===== config.mk =====
export PLATFORM = sky130hd
export DESIGN_NAME = mul_digit_sequencer
export DESIGN_NICKNAME = d
export VERILOG_FILES = /design/src/rtl/mul_digit_sequencer.sv
export SDC_FILE = /design/constraint.sdc
export NUM_CORES = 1
export LEC_CHECK = 0
export ABC_AREA = 0
export ABC_CLOCK_PERIOD_IN_PS = 3350
export CAP_MARGIN = 20
export CORE_MARGIN = 2
export CORE_UTILIZATION = 45
export CTS_CLUSTER_SIZE = 20
export DETAILED_ROUTE_END_ITERATION = 16
export GPL_TIMING_DRIVEN = 0
export MAX_ROUTING_LAYER = met4
export PLACE_DENSITY = 0.71
export SYNTH_ARGS = -nofsm -noshare
export SYNTH_HDL_FRONTEND = slang
export SYNTH_SLANG_ARGS = --single-unit

===== constraint.sdc =====
create_clock -name clk -period 3.35 [get_ports clk]
set_clock_uncertainty 0.1 [all_clocks]
set_input_delay 0.67 -clock clk [delete_from_list [all_inputs] [get_ports clk]]
set_output_delay 0.67 -clock clk [all_outputs]
set_load 0.02 [all_outputs]

===== src/rtl/mul_digit_sequencer.sv =====
// mul_digit_sequencer: WIDTH x WIDTH unsigned multiply built from one external
// 2x2-bit multiplier core. Each RUN cycle handles one digit pair, shifts the
// core result into place and adds it to an accumulator. Any core result that
// differs from the exact 2-bit product sets the error flag.
module mul_digit_sequencer #(
    parameter int unsigned WIDTH = 8
) (
    input  logic                 clk,
    input  logic                 rst_n,
    input  logic                 in_valid,
    output logic                 in_ready,
    input  logic [WIDTH-1:0]     a,
    input  logic [WIDTH-1:0]     b,
    output logic [1:0]           core_a,
    output logic [1:0]           core_b,
    input  logic [3:0]           core_p,
    output logic                 out_valid,
    input  logic                 out_ready,
    output logic [2*WIDTH-1:0]   p,
    output logic                 out_err
);

    localparam int unsigned ND = WIDTH / 2;
    localparam int unsigned IW = (ND > 1) ? $clog2(ND) : 1;
    localparam int unsigned PW = 2 * WIDTH;
    localparam int unsigned SW = $clog2(PW);

    typedef enum logic [1:0] {
        IDLE = 2'd0,
        RUN  = 2'd1,
        DONE = 2'd2
    } state_t;

    state_t          state;
    logic [WIDTH-1:0] ra;
    logic [WIDTH-1:0] rb;
    logic [PW-1:0]   acc;
    logic            err;
    logic [IW-1:0]   i;
    logic [IW-1:0]   j;

    logic [3:0]      exp_p;
    logic [SW-1:0]   shamt;
    logic [PW-1:0]   term;
    logic [PW-1:0]   acc_sum;
    logic            err_nx;
    logic            j_last;
    logic            i_last;
    logic            last;
    logic [IW-1:0]   i_nx;
    logic [IW-1:0]   j_nx;

    // Per-step datapath: exact digit product, shifted core result, next digit indices.
    always_comb begin
        exp_p   = 4'({2'b00, core_a} * {2'b00, core_b});
        shamt   = SW'({i, 1'b0}) + SW'({j, 1'b0});
        term    = PW'(core_p) << shamt;
        acc_sum = acc + term;
        err_nx  = err | (core_p != exp_p);
        j_last  = (j == IW'(ND - 1));
        i_last  = (i == IW'(ND - 1));
        last    = i_last && j_last;
        j_nx    = j_last ? '0 : j + IW'(1);
        i_nx    = i;
        if (j_last) begin
            i_nx = i_last ? '0 : i + IW'(1);
        end
    end

    // Sequencer FSM with registered handshake, core operand and result outputs.
    always_ff @(posedge clk or negedge rst_n) begin
        if (!rst_n) begin
            state     <= IDLE;
            ra        <= '0;
            rb        <= '0;
            acc       <= '0;
            err       <= 1'b0;
            i         <= '0;
            j         <= '0;
            in_ready  <= 1'b1;
            out_valid <= 1'b0;
            p         <= '0;
            out_err   <= 1'b0;
            core_a    <= 2'b00;
            core_b    <= 2'b00;
        end else begin
            case (state)
                IDLE: begin
                    if (in_valid && in_ready) begin
                        ra       <= a;
                        rb       <= b;
                        acc      <= '0;
                        err      <= 1'b0;
                        i        <= '0;
                        j        <= '0;
                        core_a   <= a[1:0];
                        core_b   <= b[1:0];
                        in_ready <= 1'b0;
                        state    <= RUN;
                    end
                end
                RUN: begin
                    acc <= acc_sum;
                    err <= err_nx;
                    i   <= i_nx;
                    j   <= j_nx;
                    if (last) begin
                        core_a    <= 2'b00;
                        core_b    <= 2'b00;
                        out_valid <= 1'b1;
                        p         <= acc_sum;
                        out_err   <= err_nx;
                        state     <= DONE;
                    end else begin
                        core_a <= ra[{i_nx, 1'b0} +: 2];
                        core_b <= rb[{j_nx, 1'b0} +: 2];
                    end
                end
                DONE: begin
                    if (out_ready) begin
                        out_valid <= 1'b0;
                        in_ready  <= 1'b1;
                        state     <= IDLE;
                    end
                end
                default: begin
                    state <= IDLE;
                end
            endcase
        end
    end

endmodule


After elaboration in Yosys (flattened, before gate mapping). Cells that the tools add are included.

Add/subtract/negate cells: 4. Equal/unequal tests: 8. Reduce and logical (&&, ||, !) cells: 12. Multiply operators: 1. Bitwise gates (word level): 1. Mux-type cells: 25. Shift-type cells: 3.

Operators by type and width (count): one-hot mux 16 bit (2 select lines) (1); 2-to-1 mux 2 bit (11); adder 16 bit (1); 2-to-1 mux 16 bit (1); one-hot mux 2 bit (2 select lines) (4); variable part select 8 x 4 -> 2 bit (2); << shifter 4 x 4 -> 16 bit (1); AND reduction 3 bit (3); == test 2 bit, second input constant (3); inequality test 2 bit, second input constant (3); one-hot mux 1 bit (2 select lines) (3); one-hot mux 2 bit (3 select lines) (1); AND reduction 2 bit (3); nonzero test 2 bit (3); adder 2 x 1 -> 2 bit, second input constant (2); adder 3 x 3 -> 4 bit (1); multiplier 2 x 2 -> 4 bit (1); 2-to-1 mux 1 bit (4); inequality test 4 bit (1); == test 2 x 1 -> 1 bit, second input constant (1); logical AND 1 bit (2); logical NOT 2 bit (1); bitwise OR 1 bit (1).

Flip-flop bits (word level): 62. Word-level logic and storage cells: 67. Input bits: 24.

Logic depth before layout (Yosys ltp). Gate-level depths: netlist of run 1.

Depth in word-level cells: 6. Gate-level depth with buffers: 14. Depth with buffers taken out: 12.

Least setup slack after synthesis of run 1. Ideal clock, no wire load.

Kind: register -> register. From: register i[0]. To: register p[10]. Cell stages (with the launch flop): 13. Setup time: 131 ps. Period minus slack after synthesis: 3358 ps. Arrival: 3127 ps. Path slack: -8 ps. Data required time: 3119 ps. Cells stage by stage: dfrtp_1 ha_1 fa_1 clkbuf_1 nor3_1 ha_1 fa_1 a21o_1 a31oi_2 nor4b_1 or3_1 xnor2_1 o21ai_1.

Word-level cells in the longest chain between the ends: 3.

Ends and longest elaborated chain: start: declaration (line 39) `logic [IW-1:0] i;`; start signal: assignment (line 105) `i <= i_nx;`; adder 3 x 3 -> 4 bit or == test 2 bit (tied branches) (line 56, 61); << shifter 4 x 4 -> 16 bit or logical AND 1 bit (tied branches) (line 57, 62); adder 16 bit or AND reduction 2 bit (tied branches); end signal: assignment (line 111) `p <= acc_sum;`; end: declaration (line 19) `output logic [2*WIDTH-1:0] p,`.

Several ways; a longest one is shown, not always the timed one. A chain may end at the register's enable or synchronous reset.

Worst setup path in the final report of run 1.
From: register j[0]. To: register acc[15].

Word-level cells in the longest chain between the ends: 4.

Ends and longest elaborated chain: start: declaration (line 40) `logic [IW-1:0] j;`; start signal: assignment (line 106) `j <= j_nx;`; adder 3 x 3 -> 4 bit (line 56) `shamt = SW'({i, 1'b0}) + SW'({j, 1'b0});`; << shifter 4 x 4 -> 16 bit (line 57) `term = PW'(core_p) << shamt;`; adder 16 bit (line 58) `acc_sum = acc + term;`; one-hot mux 16 bit (2 select lines) (line 87) `case (state)`; end signal: assignment (line 103) `acc <= acc_sum;`; end: declaration (line 37) `logic [PW-1:0] acc;`.

No other way between the ends.

==> results by stage, run 1 <==
Job:
- The number of max-capacitance violations reported is 0.

Finish:
- The number of antenna diodes in the final layout is 0.
- The most common library cell in the layout ignoring fill and taps is dfrtp_1.
- The number of filler instances in the final layout is 653.
- After the last flow step, the layout net total stands at 458.
- The library cells used most frequently in the layout, excluding fill and tap cells, are dfrtp_1, nand2_1, clkdlybuf4s50_1.
- The proportion of layout cells with a drive suffix above 1 is 0.199.
- The area added between synthesis and finish is 29.7%.

Global route:
- For this run, the total global-route usage over all layers was measured as 0.212.
- The first-pass GRT wire length is 13700 um.
- The maximum number of pins on one net before global-route repair is 40.
- The initial antenna violation count came to 0.
- The via count of the first global-routing pass came to 2825.
- For this run the aggregate overflow at the end of global routing stands at 0.

Yosys:
- After synthesis the netlist holds a flip-flop and latch count of 62.
- When the netlist entered floorplanning its net count stood at 392.
- The mean instance size in the synthesized netlist is 10.1 um^2.
- The share of the Yosys chip area taken by registers is 0.443.
- Counting distinct cell types in the post-synthesis netlist gives 53.
- The dominant register cell in the synthesized netlist is dfrtp_1.
- For this run, the number of Yosys warnings is 0.
- The gate count of the mapped netlist is 346.
- Yosys mapped a number of flops with a built-in enable equal to 0.
- The area of the mapped netlist is 3500 um^2.
- The async set-reset flop share out of synthesis is 1.00.

Power:
- The proportion of power drawn by combinational gates is 0.603.
- The power density normalized to cell area is 1160 nW/um^2.
- The internal portion of the total power is 3.04 mW.
- After layout, the design draws a total of 5.25 mW.
- The analysis attributes to net switching a power of 2.22 mW.
- The leakage power summed over all cells is 2.04 nW.
- The worst ir drop on vdd is 0.000500 V.
- The register share of total power is 0.250.
- Of the total power, the clock network draws 0.147.
- The switching fraction of total power is 0.422.

Critical path:
- In this design, the largest share of critical-path delay is due to compound AO/OA/AOI/OAI gates.
- Along the worst path, the maximum fanout reaches 7.
- The signal on the critical path passes through ha_2 > fa_1 > buf_8 > nor2b_1 > nand3_1 > o21ai_1 > ha_2 > a21oi_2 > o21ai_2 > a221o_1 > a211oi_2 > xnor2_1 > o21ai_1.
- The launch instance of the worst register-to-register path is j[0].
- The class of the most critical setup path is flip-flop to flip-flop.
- The setup slack of the worst register-to-register path is 0.01 ns.
- For the worst setup path, the data arrival time is 3.45 ns.
- The largest single stage delay on the critical path is 0.51 ns.
- On the critical path, the stage with the largest delay is an instance of fa_1.
- The worst register-to-register path has a depth of 13.
- At the worst endpoint, the required time is 3.46 ns.
- The count of buffering cells on the critical path with inverters included is 1.
- STA classifies the critical path endpoint as a flip-flop.
- The worst setup path is launched from a flip-flop.
- The endpoint of the worst register-to-register path is acc[15].

Die:
- The number of placement rows is 32.
- The floorplan die height is 92.2 um.
- The initial utilization of the core area, before any placement, comes to 0.458.
- The region available for standard cell placement spans 7650 um^2.
- The I/O pin count is 47.
- The width of the chip is 92.2 um.
- The area enclosed by the die boundary is 8500 um^2.

Placed design:
- Buffers placed on the I/O ports in this run total 46.
- At the end of routability-driven placement, the weighted congestion stood at 0.896.
- Detailed placement ended at an HPWL of 5890 um.
- Before CTS, the worst setup slack after placement is -0.278 ns.

Clock network:
- The maximum level of the CTS H-tree is 3.
- For the worst-skew pair, the clock arrives at the later sink with an insertion delay of 0.35 ns.
- The CTS tree is done.
- The clock passes through at most 2 buffers.
- Clock tree synthesis inserted a total of 9 buffers.
- The clock root buffer master is clkbuf_8.
- Clock-pin slew was measured on the worst setup and hold paths at 0.08 ns.
- The number of sinks driven by the clock tree is 62.

Routing:
- Dividing the detail-routed via count by the number of cells gives 5.43.
- For this block, the via count after detailed routing is 2816.
- The count of nets left with antenna violations after detail routing is 0.
- The number of design-rule violations left by the first detailed-router iteration is 121.
- For this block, the routed nets add up to 8210 um of wire.
- In the routed design, unresolved DRC markers number 0.
- The average wire per standard cell is 15.8 um.
- The pre-antenna-repair detailed-routing pass consisted of 4 iterations.

Timing:
- The total count of max-transition violations in the final report is 0.
- The routed design could run at a clock period as short as 3.34 ns.
- Dividing the final minimum period by the clock period gives 0.996.
- The final hold violation count was 0.
- After layout, the worst setup slack is 0.0117 ns.
- Static timing analysis puts the maximum clock frequency at 300 MHz.
- The max-slew headroom at the worst pin is 0.584.
- The transition time at the pin with the least slew margin is 0.623 ns.
- Setup repair after global routing could not meet its margin everywhere.
- The count of endpoints failing setup in the final report is 0.

Outcome:
- The run finished with clean final reports.

Worst hold path:
- The kind of path behind the tightest hold check is input port to async pin.
==> synth_stat cells (2+ instances only) <==
cell	instances	area share
clkbuf_1	11	0.012
and2_1	6	0.011
mux2i_1	7	0.020
nand2_1	55	0.059
o21ai_1	17	0.024
o311ai_1	2	0.0050
buf_2	5	0.0071
nor3_1	5	0.0071
ha_1	20	0.071
o21ai_0	17	0.024
a211o_1	2	0.0050
or2_2	2	0.0036
nor3b_1	2	0.0043
dfrtp_1	61	0.44
nand2b_1	5	0.0089
xnor2_1	11	0.028
o211ai_1	2	0.0043
xor2_1	6	0.015
inv_1	8	0.0086
nand3_1	7	0.010
a21o_1	4	0.0086
mux4_2	4	0.026
mux2_2	17	0.055
nor2_1	15	0.016
o22ai_1	6	0.011
a222oi_1	4	0.011
fa_1	2	0.011
nor2b_1	5	0.0089
a21oi_1	14	0.020
==> power groups by stage <==
stage	registers, mW	clock network (mW)	logic [mW]
after floorplan	1.43	0	1.84
after global placement	1.32	0	2.65
after detailed placement	1.33	0	2.72
after CTS	1.31	0.786	2.99
after global routing	1.35	0.821	3.46
final	1.31	0.774	3.17
==> how the worst max path moves through the flow <==
stage               start       to  slack (ns)  cells after the start
floorplan            i[0]    p[10]        0.11                     12
global placement    rst_n    rb[3]       -0.53                      1
detailed placement   i[0]  acc[10]       -0.28                     12
CTS                  j[0]  acc[10]      -0.003                     12
global route         j[0]  acc[15]       -0.16                     13
finish               j[0]  acc[15]        0.01                     13
==> final cells by class <==
| type | count | area, um^2 | area share |
|---|---|---|---|
| clock buffers | 10 | 138 | 0.0303 |
| well taps | 102 | 128 | 0.0281 |
| multi-input cells | 260 | 1970 | 0.435 |
| plain buffers | 15 | 83.8 | 0.0185 |
| inverters | 8 | 30.0 | 0.00661 |
| flip-flops and latches | 62 | 1550 | 0.342 |
| clock inverters | 6 | 93.8 | 0.0207 |
| repair buffers | 56 | 543 | 0.120 |
==> per-stage QoR <==
stage	setup TNS, ns	utilization	area [um^2]	hold WS [ns]	std cells
after detailed placement	-3.04	0.537	4110	0.369	495
after global routing	-1.31	0.594	4540	0.243	519
after CTS	-0.00298	0.584	4470	0.208	515
after floorplan	0	-	3500	0.274	346
final	0	0.594	4540	0.200	519
after global placement	-34.38	0.535	4090	0.360	494
==> state kept, by name, indices dropped and copies added (netlist names), 2 cells and up <==
register,flops
core_b,2
core_a,2
i,2
ra,8
state,2
j,2
p,16
rb,8
acc,16
==> cell families (layout without fill, tap and decap cells) <==
family / after synthesis / count (layout) / synth area share
flip-flops: 62 / 62 / 0.443
AND/OR/NAND/NOR: 110 / 110 / 0.148
XOR/XNOR: 17 / 17 / 0.0425
adder cells (fa/ha/maj): 22 / 22 / 0.0829
buffers and inverters: 24 / 95 / 0.0275
AO/OA/AOI/OAI: 82 / 82 / 0.152
multiplexers: 29 / 29 / 0.104
==> layer usage <==
layer	part of all wire	vias to the layer above	track usage
met5	0	-	-
met4	0.019	0	0.0808
met3	0.027	13	0.0378
met2	0.49	60	0.339
met1	0.46	1378	0.271
li1	-	1365	-
==> what timing repair did <==
action	4_1_cts	5_1_grt
buffers inserted	5	4
resized for setup	22	13
hold buffers	0	0
pin swaps	8	7
endpoints found under the setup margin	17	15
(Power assumes the default switching activity.)
==> inputs of run 2 (changes only) <==
--- a/config.mk
+++ b/config.mk
@@ -6,7 +6,6 @@
 export NUM_CORES = 1
 export LEC_CHECK = 0
 export ABC_AREA = 0
-export ABC_CLOCK_PERIOD_IN_PS = 3350
 export CAP_MARGIN = 20
 export CORE_MARGIN = 2
 export CORE_UTILIZATION = 45
@@ -15,6 +14,7 @@
 export GPL_TIMING_DRIVEN = 0
 export MAX_ROUTING_LAYER = met4
 export PLACE_DENSITY = 0.71
+export RECOVER_POWER = 50
 export SYNTH_ARGS = -nofsm -noshare
 export SYNTH_HDL_FRONTEND = slang
 export SYNTH_SLANG_ARGS = --single-unit
==> run 2 against run 1 <==
Effect of this change:
- setup slack got worse by 0.0030 ns
- final cell count did not move
- power fell by 0.17%
- routed wire length fell by 0.35%
- global-route usage did not move
- first-iteration DRC count fell by 14%
- sequential power barely moved
- flip-flop and latch count did not move
- die area did not move
- combinational power barely moved
- critical path type unchanged
- largest cell class unchanged
- largest power group unchanged
==> results by stage, run 2 (same netlist as run 1, synthesis figures left out) <==
Placed design:
- Summed over all nets, the half-perimeter wirelength after detailed placement is 5890 um.
- The placer congestion estimate is 0.896.
- OpenSTA, run right after detailed placement, puts the worst setup slack at -0.278 ns.
- The count of buffers from port buffering is 46.
- The total instance count after detailed placement is 495.

Power:
- The worst ir drop on vdd is 0.000499 V.
- The leakage power summed over all cells is 2.03 nW.
- Total power for the finished layout comes to 5.25 mW.
- Dividing total power by cell area gives a power density of 1160 nW/um^2.

Clock network:
- Counting every sink on the clock net gives 62.
- For this design, the CTS-stage hold fixing added 0 buffers.
- The CTS tree is done.
- The H-tree was split into 3 levels.
- TritonCTS created 9 clock buffers.
- In this run the deepest clock path goes through 2 buffers.
- The later pin in the worst-skew pair is clocked with a latency of 0.35 ns.
- The clock root buffer master is clkbuf_8.
- The clock input transition at the sequential cells of the worst setup and hold paths is 0.08 ns.

Critical path:
- The critical path is of the flip-flop to flip-flop type.
- The maximum cell stage delay along the critical path is 0.51 ns.
- The type of element capturing the critical path is a flip-flop.
- Data on the critical path is required at its endpoint by 3.47 ns.
- Among all stages on the critical path, the largest delay is contributed by fa_1.
- Walking the worst path, the cells encountered are ha_2 > fa_1 > buf_8 > nor2b_1 > nand3_1 > o21ai_1 > ha_2 > a21oi_2 > o21ai_2 > a221o_1 > a211oi_2 > xnor2_1 > o21ai_1.
- The data arrival time of the critical path is 3.46 ns.
- The maximum fanout encountered on the critical timing path is 7.
- STA classifies the critical path startpoint as a flip-flop.

Finish:
- For this run, the number of standard cells in the final layout without fillers is 519.
- The library cell used most frequently in the layout, excluding fill and tap cells, is dfrtp_1.
- In the final design database the tool counted 458 nets.
- The diode insertion count for antenna repair is 0.
- The proportion of layout cells with a drive suffix above 1 is 0.192.
- The library cells used most frequently in the layout, excluding fill and tap cells, are dfrtp_1, nand2_1, clkdlybuf4s50_1.
- The area added between synthesis and finish is 29.0%.
- In the final layout, the registers with the most flip-flops are acc x16, p x16.
- The final cell utilization of the core is 0.591.

Die:
- In this run the count of I/O pins placed on the die edge is 47.
- For this configuration, the core starts out at a cell density of 0.458.
- The core box area is 7650 um^2.
- The initialized floorplan defines 32 standard-cell rows.
- The floorplan die height is 92.2 um.
- The area enclosed by the die boundary is 8500 um^2.
- The die is 92.2 um wide.

Timing:
- At the pin with the least slew margin, the transition time is 1.25 ns.
- The highest clock rate is 299 MHz.
- The final hold violation count is 0.
- Headroom to the max-slew limit came out at 0.168.
- Setup slack on the critical path of the routed design comes to 0.00873 ns.
- Of the available clock period, the critical path in the final layout requires 0.997.
- The total count of max-transition violations in the final report was 0.
- Setup repair after global routing could not meet its margin everywhere.
- The worst hold slack across all endpoints is 0.383 ns.
- Setup violations remaining at the end of the flow were counted as 0.
- The minimum clock period is 3.34 ns.

Global route:
- The first-pass GRT wire length is 13700 um.
- For this run, the total global-route usage over all layers was measured as 0.212.
- Entering global routing, the biggest net connects 40 pins.
- The via count of the first global-routing pass is 2825.
- The initial antenna violation count came to 0.
- The sum of overflow across all layers after global routing is 0.

Routing:
- In the final routed layout, each cell accounts on average for 15.8 um.
- The routed wire length is 8180 um.
- The routed layout has 2815 vias.
- The number of design-rule violations left by the first detailed-router iteration is 104.
- After detailed routing, the number of vias per cell comes to 5.42.
- The DRC violation count after routing is 0.
- The first TritonRoute pass finished after 4 iterations.
- Once detail routing completed, the nets flagged for antenna violations numbered 0.

Worst hold path:
- The path class of the tightest hold or removal check is flip-flop to flip-flop.

Outcome:
- The run finished with clean final reports.

Job:
- The number of max-capacitance violations reported is 0.
## run 2: cell type report
cell class	instances	area (um^2)
Buffer	15	82.6
Clock buffer	10	138
Tap cell	102	128
Inverter	8	30.0
Sequential cell	62	1550
Multi-Input combinational cell	260	1970
Timing Repair Buffer	56	527
Clock inverter	6	93.8
Fill cell	656	3130
## run 2: metrics by stage
stage          setup TNS, ns  instance area [um^2]
3_3_place_gp          -34.38                  4090
5_1_grt                -1.31                  4520
2_1_floorplan              0                  3500
3_5_place_dp           -3.04                  4110
6_report                   0                  4520
4_1_cts             -0.00298                  4470
## run 2: routing by layer
layer | GRT usage | up-vias | wire length (um)
li1 | - | 1367 | -
met5 | - | - | 0
met3 | 0.0378 | 12 | 265
met1 | 0.271 | 1375 | 3720
met4 | 0.0808 | 0 | 134
met2 | 0.339 | 61 | 4070
## run 2: worst paths after layout
check	from	to	slack, ns	cells after the start
worst min register to register	p[15]	p[15]	0.38	2
worst min-delay path	p[15]	p[15]	0.38	2
max in group asynchronous	rst_n	ra[4]	1.12	2
min in group asynchronous	rst_n	p[5]	0.46	1
worst max register to register	j[0]	acc[15]	0.009	13
worst max-delay path	j[0]	acc[15]	0.009	13
## run 2: timing repair
action,4_1_cts,5_1_grt
gates resized for setup,22,13
buffers inserted,5,4
endpoints found under the setup margin,17,15
cloned,0,0
pin swaps,8,7
## run 2: power breakdown
group | switching (mW) | total (mW) | internal, mW
registers | 0.212 | 1.31 | 1.10
logic | 1.67 | 3.16 | 1.49
clock network | 0.332 | 0.776 | 0.444
total | 2.21 | 5.25 | 3.03
## run 2: worst max-delay path, delay by kind of cell, from the launching register on
family                   cells  cell delay (ns)
AND/OR/NAND/NOR              2             0.29
adder cells (fa/ha/maj)      3             1.04
buffers and inverters        1             0.13
flip-flops                   1             0.40
AO/OA/AOI/OAI                6             1.05
XOR/XNOR                     1             0.17
==> inputs of run 3 (changes only) <==
--- a/config.mk
+++ b/config.mk
@@ -9,6 +9,7 @@
 export CAP_MARGIN = 20
 export CORE_MARGIN = 2
 export CORE_UTILIZATION = 45
+export CTS_CLUSTER_DIAMETER = 100
 export CTS_CLUSTER_SIZE = 20
 export DETAILED_ROUTE_END_ITERATION = 16
 export GPL_TIMING_DRIVEN = 0
==> results of run 3 <==
Final layout, timing and power as in run 2 (identical DEF).
